--- src/rtl/decode_stage_seq_pkg.sv ---
// Shared definitions for the registered decode stage: opcodes, ALU selects,
// active-low write-enable levels and the LM/SM sequencer state encoding.
package decode_stage_seq_pkg;

  localparam logic [3:0] OP_ADD = 4'b0000;
  localparam logic [3:0] OP_ADI = 4'b0001;
  localparam logic [3:0] OP_NDU = 4'b0010;
  localparam logic [3:0] OP_LHI = 4'b0011;
  localparam logic [3:0] OP_LW  = 4'b0100;
  localparam logic [3:0] OP_SW  = 4'b0101;
  localparam logic [3:0] OP_LM  = 4'b0110;
  localparam logic [3:0] OP_SM  = 4'b0111;
  localparam logic [3:0] OP_JAL = 4'b1000;
  localparam logic [3:0] OP_JLR = 4'b1001;
  localparam logic [3:0] OP_BEQ = 4'b1100;

  localparam logic ALU_ADD  = 1'b0;
  localparam logic ALU_NAND = 1'b1;

  // Write enables are active low throughout the pipeline.
  localparam logic WEN_ON  = 1'b0;
  localparam logic WEN_OFF = 1'b1;

  typedef enum logic {
    ST_IDLE = 1'b0,
    ST_SEQ  = 1'b1
  } state_e;

endpackage

--- src/rtl/decode_stage_seq_pri_enc.sv ---
// Lowest-set-bit priority encoder used by the LM/SM micro-sequencer.
module lmsm_pri_enc
  import decode_stage_seq_pkg::*;
#(
  parameter int MASK_W = 8,
  parameter int REG_AW = 3
) (
  input  logic [MASK_W-1:0] i_mask,
  output logic [REG_AW-1:0] o_index,
  output logic              o_found,
  output logic [MASK_W-1:0] o_onehot_clear
);

  // Scan from the top so the lowest set bit is the last one to win.
  always_comb begin
    o_index = {REG_AW{1'b0}};
    for (int i = MASK_W - 1; i >= 0; i--) begin
      o_index = i_mask[i] ? REG_AW'(i) : o_index;
    end
  end

  assign o_found        = |i_mask;
  assign o_onehot_clear = i_mask & (~i_mask + {{(MASK_W-1){1'b0}}, 1'b1});

endmodule

--- src/rtl/decode_stage_seq.sv ---
// Registered decode stage (pipe1 -> pipe2) with valid/ready handshake, flush
// and an LM/SM micro-sequencer emitting one memory micro-op per mask bit.
module decode_stage_seq
  import decode_stage_seq_pkg::*;
#(
  parameter int DATA_W = 16,
  parameter int REG_AW = 3,
  parameter int MASK_W = 8
) (
  input  logic              clk,
  input  logic              reset,
  input  logic              in_valid,
  output logic              in_ready,
  input  logic [DATA_W-1:0] fromPipe1PC,
  input  logic [DATA_W-1:0] fromPipe1IR,
  input  logic              flush,
  output logic              out_valid,
  input  logic              out_ready,
  output logic [DATA_W-1:0] PC_Imm,
  output logic [REG_AW-1:0] rA1,
  output logic [REG_AW-1:0] rA2,
  output logic [REG_AW-1:0] wA,
  output logic [DATA_W-1:0] Sext_Imm6,
  output logic [DATA_W-1:0] Imm970,
  output logic              Mex1,
  output logic              Mex2,
  output logic              alu_ctrl,
  output logic              wCCR,
  output logic              wMem,
  output logic              wRF,
  output logic              MregWB,
  output logic [1:0]        cond,
  output logic              uop_last
);

  state_e            r_state, w_nxt_state;
  logic              r_out_valid, w_nxt_valid;
  logic [MASK_W-1:0] r_mask, w_nxt_mask;
  logic [REG_AW:0]   r_off, w_nxt_off;
  logic              r_is_lm, w_nxt_is_lm;

  logic [DATA_W-1:0] r_pc_imm, w_nxt_pc_imm;
  logic [REG_AW-1:0] r_ra1, w_nxt_ra1;
  logic [REG_AW-1:0] r_ra2, w_nxt_ra2;
  logic [REG_AW-1:0] r_wa, w_nxt_wa;
  logic [DATA_W-1:0] r_sext, w_nxt_sext;
  logic [DATA_W-1:0] r_imm970, w_nxt_imm970;
  logic              r_mex1, w_nxt_mex1;
  logic              r_mex2, w_nxt_mex2;
  logic              r_alu, w_nxt_alu;
  logic              r_wccr, w_nxt_wccr;
  logic              r_wmem, w_nxt_wmem;
  logic              r_wrf, w_nxt_wrf;
  logic              r_mregwb, w_nxt_mregwb;
  logic [1:0]        r_cond, w_nxt_cond;
  logic              r_last, w_nxt_last;

  logic [3:0]        w_op;
  logic [REG_AW-1:0] w_fa, w_fb, w_fc;
  logic [DATA_W-1:0] w_sext6, w_sext9, w_imm970;
  logic              w_in_ready, w_accept, w_adv;
  logic [MASK_W-1:0] w_enc_in, w_enc_onehot, w_enc_rest;
  logic [REG_AW-1:0] w_enc_idx;
  logic              w_enc_found;

  assign w_op     = fromPipe1IR[15:12];
  assign w_fa     = REG_AW'(fromPipe1IR[11:9]);
  assign w_fb     = REG_AW'(fromPipe1IR[8:6]);
  assign w_fc     = REG_AW'(fromPipe1IR[5:3]);
  assign w_sext6  = {{(DATA_W-6){fromPipe1IR[5]}}, fromPipe1IR[5:0]};
  assign w_sext9  = {{(DATA_W-9){fromPipe1IR[8]}}, fromPipe1IR[8:0]};
  assign w_imm970 = {fromPipe1IR[8:0], {(DATA_W-9){1'b0}}};

  assign w_adv      = !r_out_valid || out_ready;
  assign w_in_ready = reset && (r_state == ST_IDLE) && w_adv;
  assign w_accept   = in_valid && w_in_ready && !flush;

  // The encoder looks at the fresh IR mask on acceptance, and at the bits
  // still pending while a sequence is running.
  assign w_enc_in   = (r_state == ST_SEQ) ? r_mask : fromPipe1IR[MASK_W-1:0];
  assign w_enc_rest = w_enc_in & ~w_enc_onehot;

  lmsm_pri_enc #(
    .MASK_W (MASK_W),
    .REG_AW (REG_AW)
  ) u_pri_enc (
    .i_mask         (w_enc_in),
    .o_index        (w_enc_idx),
    .o_found        (w_enc_found),
    .o_onehot_clear (w_enc_onehot)
  );

  // Next-state and next-output computation for pipe2 and the sequencer.
  always_comb begin
    w_nxt_state  = r_state;
    w_nxt_valid  = r_out_valid;
    w_nxt_mask   = r_mask;
    w_nxt_off    = r_off;
    w_nxt_is_lm  = r_is_lm;
    w_nxt_pc_imm = r_pc_imm;
    w_nxt_ra1    = r_ra1;
    w_nxt_ra2    = r_ra2;
    w_nxt_wa     = r_wa;
    w_nxt_sext   = r_sext;
    w_nxt_imm970 = r_imm970;
    w_nxt_mex1   = r_mex1;
    w_nxt_mex2   = r_mex2;
    w_nxt_alu    = r_alu;
    w_nxt_wccr   = r_wccr;
    w_nxt_wmem   = r_wmem;
    w_nxt_wrf    = r_wrf;
    w_nxt_mregwb = r_mregwb;
    w_nxt_cond   = r_cond;
    w_nxt_last   = r_last;

    if (flush) begin
      w_nxt_valid = 1'b0;
      w_nxt_state = ST_IDLE;
      w_nxt_mask  = {MASK_W{1'b0}};
      w_nxt_off   = {(REG_AW+1){1'b0}};
    end else if ((r_state == ST_SEQ) && w_adv) begin
      // Previous micro-op accepted: emit the next pending bit; the
      // instruction-level fields stay as captured.
      w_nxt_valid = 1'b1;
      w_nxt_sext  = DATA_W'(r_off);
      if (r_is_lm) begin
        w_nxt_wa = w_enc_idx;
      end else begin
        w_nxt_ra2 = w_enc_idx;
      end
      w_nxt_mask  = w_enc_rest;
      w_nxt_off   = r_off + {{REG_AW{1'b0}}, 1'b1};
      w_nxt_last  = (w_enc_rest == {MASK_W{1'b0}});
      w_nxt_state = (w_enc_rest == {MASK_W{1'b0}}) ? ST_IDLE : ST_SEQ;
    end else if (w_accept) begin
      w_nxt_valid  = 1'b1;
      w_nxt_pc_imm = fromPipe1PC + ((w_op == OP_JAL) ? w_sext9 : w_sext6);
      w_nxt_ra1    = {REG_AW{1'b0}};
      w_nxt_ra2    = {REG_AW{1'b0}};
      w_nxt_wa     = {REG_AW{1'b0}};
      w_nxt_sext   = w_sext6;
      w_nxt_imm970 = w_imm970;
      w_nxt_mex1   = 1'b0;
      w_nxt_mex2   = 1'b0;
      w_nxt_alu    = ALU_ADD;
      w_nxt_wccr   = WEN_OFF;
      w_nxt_wmem   = WEN_OFF;
      w_nxt_wrf    = WEN_OFF;
      w_nxt_mregwb = 1'b0;
      w_nxt_cond   = 2'b00;
      w_nxt_last   = 1'b1;
      case (w_op)
        OP_ADD, OP_NDU: begin
          w_nxt_ra1    = w_fa;
          w_nxt_ra2    = w_fb;
          w_nxt_wa     = w_fc;
          w_nxt_wccr   = WEN_ON;
          w_nxt_wrf    = WEN_ON;
          w_nxt_mregwb = 1'b1;
          w_nxt_alu    = (w_op == OP_NDU) ? ALU_NAND : ALU_ADD;
          w_nxt_cond   = fromPipe1IR[1:0];
        end
        OP_ADI: begin
          w_nxt_ra1    = w_fa;
          w_nxt_wa     = w_fb;
          w_nxt_mex2   = 1'b1;
          w_nxt_wccr   = WEN_ON;
          w_nxt_wrf    = WEN_ON;
          w_nxt_mregwb = 1'b1;
        end
        OP_LHI: begin
          w_nxt_wa     = w_fa;
          w_nxt_wrf    = WEN_ON;
          w_nxt_mregwb = 1'b1;
        end
        OP_LW: begin
          w_nxt_wa   = w_fa;
          w_nxt_ra2  = w_fb;
          w_nxt_mex1 = 1'b1;
          w_nxt_wccr = WEN_ON;
          w_nxt_wrf  = WEN_ON;
        end
        OP_SW: begin
          w_nxt_ra1  = w_fa;
          w_nxt_ra2  = w_fb;
          w_nxt_mex1 = 1'b1;
          w_nxt_wmem = WEN_ON;
        end
        OP_BEQ: begin
          w_nxt_ra1 = w_fa;
          w_nxt_ra2 = w_fb;
        end
        OP_JAL: begin
          w_nxt_wa  = w_fa;
          w_nxt_wrf = WEN_ON;
        end
        OP_JLR: begin
          w_nxt_wa  = w_fa;
          w_nxt_ra2 = w_fb;
          w_nxt_wrf = WEN_ON;
        end
        OP_LM, OP_SM: begin
          w_nxt_is_lm = (w_op == OP_LM);
          w_nxt_ra1   = w_fa;
          w_nxt_mex1  = 1'b1;
          w_nxt_sext  = {DATA_W{1'b0}};
          if (w_op == OP_LM) begin
            w_nxt_wa  = w_enc_idx;
            w_nxt_wrf = WEN_ON;
          end else begin
            w_nxt_ra2  = w_enc_idx;
            w_nxt_wmem = WEN_ON;
          end
          // An empty mask consumes the instruction without a micro-op.
          w_nxt_valid = w_enc_found;
          w_nxt_last  = (w_enc_rest == {MASK_W{1'b0}});
          w_nxt_mask  = w_enc_rest;
          w_nxt_off   = {{REG_AW{1'b0}}, 1'b1};
          w_nxt_state = (w_enc_rest == {MASK_W{1'b0}}) ? ST_IDLE : ST_SEQ;
        end
        default: begin
          w_nxt_valid = 1'b1;
        end
      endcase
    end else if (w_adv) begin
      w_nxt_valid = 1'b0;
    end else begin
      w_nxt_valid = r_out_valid;
    end
  end

  // Pipe2 and sequencer registers with synchronous active-low reset.
  always_ff @(posedge clk) begin
    if (!reset) begin
      r_state     <= ST_IDLE;
      r_out_valid <= 1'b0;
      r_mask      <= {MASK_W{1'b0}};
      r_off       <= {(REG_AW+1){1'b0}};
      r_is_lm     <= 1'b0;
      r_pc_imm    <= {DATA_W{1'b0}};
      r_ra1       <= {REG_AW{1'b0}};
      r_ra2       <= {REG_AW{1'b0}};
      r_wa        <= {REG_AW{1'b0}};
      r_sext      <= {DATA_W{1'b0}};
      r_imm970    <= {DATA_W{1'b0}};
      r_mex1      <= 1'b0;
      r_mex2      <= 1'b0;
      r_alu       <= 1'b0;
      r_wccr      <= WEN_OFF;
      r_wmem      <= WEN_OFF;
      r_wrf       <= WEN_OFF;
      r_mregwb    <= 1'b0;
      r_cond      <= 2'b00;
      r_last      <= 1'b0;
    end else begin
      r_state     <= w_nxt_state;
      r_out_valid <= w_nxt_valid;
      r_mask      <= w_nxt_mask;
      r_off       <= w_nxt_off;
      r_is_lm     <= w_nxt_is_lm;
      r_pc_imm    <= w_nxt_pc_imm;
      r_ra1       <= w_nxt_ra1;
      r_ra2       <= w_nxt_ra2;
      r_wa        <= w_nxt_wa;
      r_sext      <= w_nxt_sext;
      r_imm970    <= w_nxt_imm970;
      r_mex1      <= w_nxt_mex1;
      r_mex2      <= w_nxt_mex2;
      r_alu       <= w_nxt_alu;
      r_wccr      <= w_nxt_wccr;
      r_wmem      <= w_nxt_wmem;
      r_wrf       <= w_nxt_wrf;
      r_mregwb    <= w_nxt_mregwb;
      r_cond      <= w_nxt_cond;
      r_last      <= w_nxt_last;
    end
  end

  assign in_ready  = w_in_ready;
  assign out_valid = r_out_valid;
  assign PC_Imm    = r_pc_imm;
  assign rA1       = r_ra1;
  assign rA2       = r_ra2;
  assign wA        = r_wa;
  assign Sext_Imm6 = r_sext;
  assign Imm970    = r_imm970;
  assign Mex1      = r_mex1;
  assign Mex2      = r_mex2;
  assign alu_ctrl  = r_alu;
  assign wCCR      = r_wccr;
  assign wMem      = r_wmem;
  assign wRF       = r_wrf;
  assign MregWB    = r_mregwb;
  assign cond      = r_cond;
  assign uop_last  = r_last;

endmodule

--- config.mk ---
export PLATFORM = sky130hd
export DESIGN_NAME = decode_stage_seq
export DESIGN_NICKNAME = d
export VERILOG_FILES = /design/src/rtl/decode_stage_seq_pkg.sv /design/src/rtl/decode_stage_seq_pri_enc.sv /design/src/rtl/decode_stage_seq.sv
export SDC_FILE = /design/constraint.sdc
export NUM_CORES = 1
export LEC_CHECK = 0
export CAP_MARGIN = 30
export CORE_AREA = 5 5 100 102
export DETAILED_ROUTE_END_ITERATION = 10
export DIE_AREA = 0 0 105 107
export PLACE_DENSITY = 0.74
export SETUP_SLACK_MARGIN = 0.1
export SLEW_MARGIN = 20
export SYNTH_ARGS = -nofsm -noshare
export SYNTH_HDL_FRONTEND = slang
export SYNTH_SLANG_ARGS = --single-unit
--- constraint.sdc ---
create_clock -name clk -period 3.5 [get_ports clk]
set_input_delay 0.7 -clock clk [delete_from_list [all_inputs] [get_ports clk]]
set_output_delay 0.7 -clock clk [all_outputs]
set_load 0.05 [all_outputs]
==> results.cfg <==
[power_and_ir_drop]
p_sw_frac = 0.345
combPwrFrac = 0.288
p_int_w = 0.00131
clockPowerShare = 0.323
power_density_nw_per_um2 = 380
power_w = 0.00200
vdd_drop_max_v = 0.000224
leakagePower_nw = 2.06
p_seq_frac = 0.389
p_switching_w = 0.000692

[run_status]
status = finished, final reports clean

[finish]
final_cell_mix = 97 x clkdlybuf4s50_1, 64 x dfxtp_1, 45 x nand2_1
diodes = 0
syn2layout_area_growth_pct = 33.4
final_common_cell = clkdlybuf4s50_1
fin_nets = 645
final_util = 0.585
layout-drive-gt1-share = 0.0973

[logic_synthesis]
synth-async-reset-ratio = 0
yosys.area_share.simple = 0.243
syn_area_um2 = 3960
synthFlopType = dfxtp_1
synth_edf_count = 0
syn_inst = 494
synth_top_area_frac = 0.324
synth_top_family_by_area = compound AO/OA/AOI/OAI gates
synth_area_leaders = dfxtp_1 32%, ha_1 5.1%, o21ai_0 4.4%
synth_compound_gate_area_share = 0.264
synth_mux_area_frac = 0.0155
synth_fa_ha_area_frac = 0.0556
synth_seq_cells = 64
synth_seq_area_share = 0.324
yosysWarnings = 0
syn_avg_cell_area_um2 = 8.01
synthDistinctLibCells = 63
yosysTopAreaCell = dfxtp_1
synthXorXnorAreaFrac = 0.0199

[clock_network]
postCtsHoldBufs = 0
cts_tree = built
cts_resized = 0
cts_made_buffers = 9
cts_max_level = 3
clock_latency_ns = 0.35
clkTransAtPathRegs_ns = 0.08
cts_max_path_buffers = 2
post_cts_buffers = 0
cts_root_buffer = clkbuf_8
clkSinkCount = 64

[timing]
fin_setup_tns_ns = 0
maxSlewHeadroom = 0.558
hold_viol = 0
holdWs_ns = 0.459
tightest_slew_ns = 0.663
max_freq_ghz = 0.318
rsz0062_at_grt = no
fin_skew_ns = 0.00898
min_period_over_period = 0.897
maxSlewViolCount = 0
setup_viol = 0
layout_min_cycle_time_ns = 3.14

[global_routing]
grt_pass1_vias = 3832
grt_max_degree = 55
grt_pass1_wl_mm = 19.1
overflow = 0
grt_util_all_layers = 0.206
antenna_found_initial = 0

[floorplanning]
ios = 106
die-area_um2 = 11200
design.core.area_um2 = 9020
placement_rows = 35
start_util = 0.439
die_y_um = 107
fp.dieW_um = 105

[critical_path]
crit_fanout = 5
reg2reg_slack_ns = 1.27
cp-start-kind = input pin
critPathRequiredTime_ns = 3.73
crit_path_end_kind = register
r2r_start = r_state$_SDFFE_PP0P_
r2r_end = out_valid$_SDFFE_PP0P_
cp.arrival_ns = 3.37
critPathKind = in -> reg
worst-r2r-cell-count = 6

[routing]
num_vias = 4096
firstDrtPassIters = 5
wl_per_cell_um = 17.0
detail-route-antenna-nets = 0
drt-total-wl_mm = 12.0
drc = 0
viasPerCell = 5.79
drt_iter0_drc = 255

[placement]
dp_hpwl_mm = 9.11
numPortBuffers = 98
place.gp.congestion = 0.923

[job]
maxCapViolCount = 0

[worst_hold_path]
hp-start = PC_Imm[0]$_SDFFE_PN0P_
holdPathEnd = PC_Imm[0]$_SDFFE_PN0P_
hold_path_class = reg -> reg
holdPathStages = 2
## critical path, stage by stage
cell	delay (ns)
clkdlybuf4s50_1	0.49
nor4b_4	0.32
nor2_1	0.10
a21o_1	0.17
ha_1	0.18
or4_1	0.49
o22ai_2	0.14
o21a_1	0.26
a2111oi_0	0.14
or3_1	0.38
## per-stage QoR
step | setup slack, ns | std cells | cell area (um^2)
after floorplan | 0.369 | 500 | 3980
after global placement | 0.106 | 689 | 5060
after detailed placement | 0.0107 | 689 | 5060
after CTS | 0.371 | 705 | 5260
after global routing | 0.147 | 707 | 5280
final | 0.359 | 707 | 5280
## area by class of cell
class / instances / area (um^2)
Tap cell: 111 / 139
Multi-Input combinational cell: 378 / 2400
Sequential cell: 64 / 1280
Clock inverter: 7 / 72.6
Timing Repair Buffer: 125 / 1210
Clock buffer: 9 / 124
Inverter: 13 / 48.8
Fill cell: 814 / 3740
## flip-flops by register name, summed over array words and instances (netlist names)
name / flops
Mex1: 1
wMem: 1
wA: 3
wCCR: 1
r_is_lm: 1
Sext_Imm6: 6
MregWB: 1
Imm970: 9
r_off: 4
cond: 2
rA2: 3
rA1: 3
uop_last: 1
Mex2: 1
r_mask: 7
r_state: 1
PC_Imm: 16
wRF: 1
out_valid: 1
alu_ctrl: 1
## cells by family after synthesis
logic type,Yosys count
AO/OA/AOI/OAI,155
XOR/XNOR,9
adder cells (fa/ha/maj),17
buffers and inverters,58
flip-flops,64
multiplexers,6
other,1
AND/OR/NAND/NOR,184
## metal layers
metal / GRT usage / up-vias / routed length, um
met5: 0 / - / 0
met4: 0.0457 / 0 / 164
met3: 0.0488 / 24 / 820
met2: 0.361 / 179 / 5850
met1: 0.256 / 1914 / 5180
li1: - / 1979 / -
## synthesized netlist by cell type (4+ instances only)
| library cell | number |
|---|---|
| xnor2_1 | 6 |
| a21oi_1 | 30 |
| o21a_1 | 6 |
| ha_1 | 16 |
| a21o_1 | 9 |
| a31oi_1 | 7 |
| nor2_1 | 32 |
| buf_4 | 18 |
| clkbuf_1 | 13 |
| o31ai_1 | 5 |
| nand2_1 | 45 |
| and2_1 | 5 |
| or3_1 | 4 |
| nor2b_1 | 13 |
| dfxtp_1 | 64 |
| a21boi_0 | 10 |
| mux2i_1 | 5 |
| nand2b_1 | 9 |
| nor3b_1 | 6 |
| buf_2 | 10 |
| nor3_1 | 16 |
| inv_1 | 13 |
| o211ai_1 | 5 |
| o22ai_1 | 6 |
| o2bb2ai_1 | 5 |
| o21ai_0 | 35 |
| a22oi_1 | 6 |
| a221oi_1 | 4 |
| nand3_1 | 33 |
## power groups by stage
stage          logic, W  clock network [W]  registers (W)
2_1_floorplan  0.000267                  0       0.000904
3_3_place_gp   0.000560                  0       0.000796
3_5_place_dp   0.000572                  0       0.000797
4_1_cts        0.000574           0.000652       0.000780
5_1_grt        0.000617           0.000690       0.000783
6_report       0.000577           0.000647       0.000779
## worst max-delay path by stage
| stage | from | endpoint | cells past startpoint |
|---|---|---|---|
| after floorplan | fromPipe1IR[13] | PC_Imm[15]$_SDFFE_PN0P_ | 12 |
| after global placement | fromPipe1IR[12] | PC_Imm[12]$_SDFFE_PN0P_ | 10 |
| after detailed placement | fromPipe1IR[12] | PC_Imm[12]$_SDFFE_PN0P_ | 10 |
| after CTS | fromPipe1IR[12] | PC_Imm[12]$_SDFFE_PN0P_ | 10 |
| after global routing | fromPipe1IR[12] | PC_Imm[15]$_SDFFE_PN0P_ | 12 |
| final | fromPipe1IR[12] | PC_Imm[12]$_SDFFE_PN0P_ | 10 |
(Power assumes the default switching activity.)
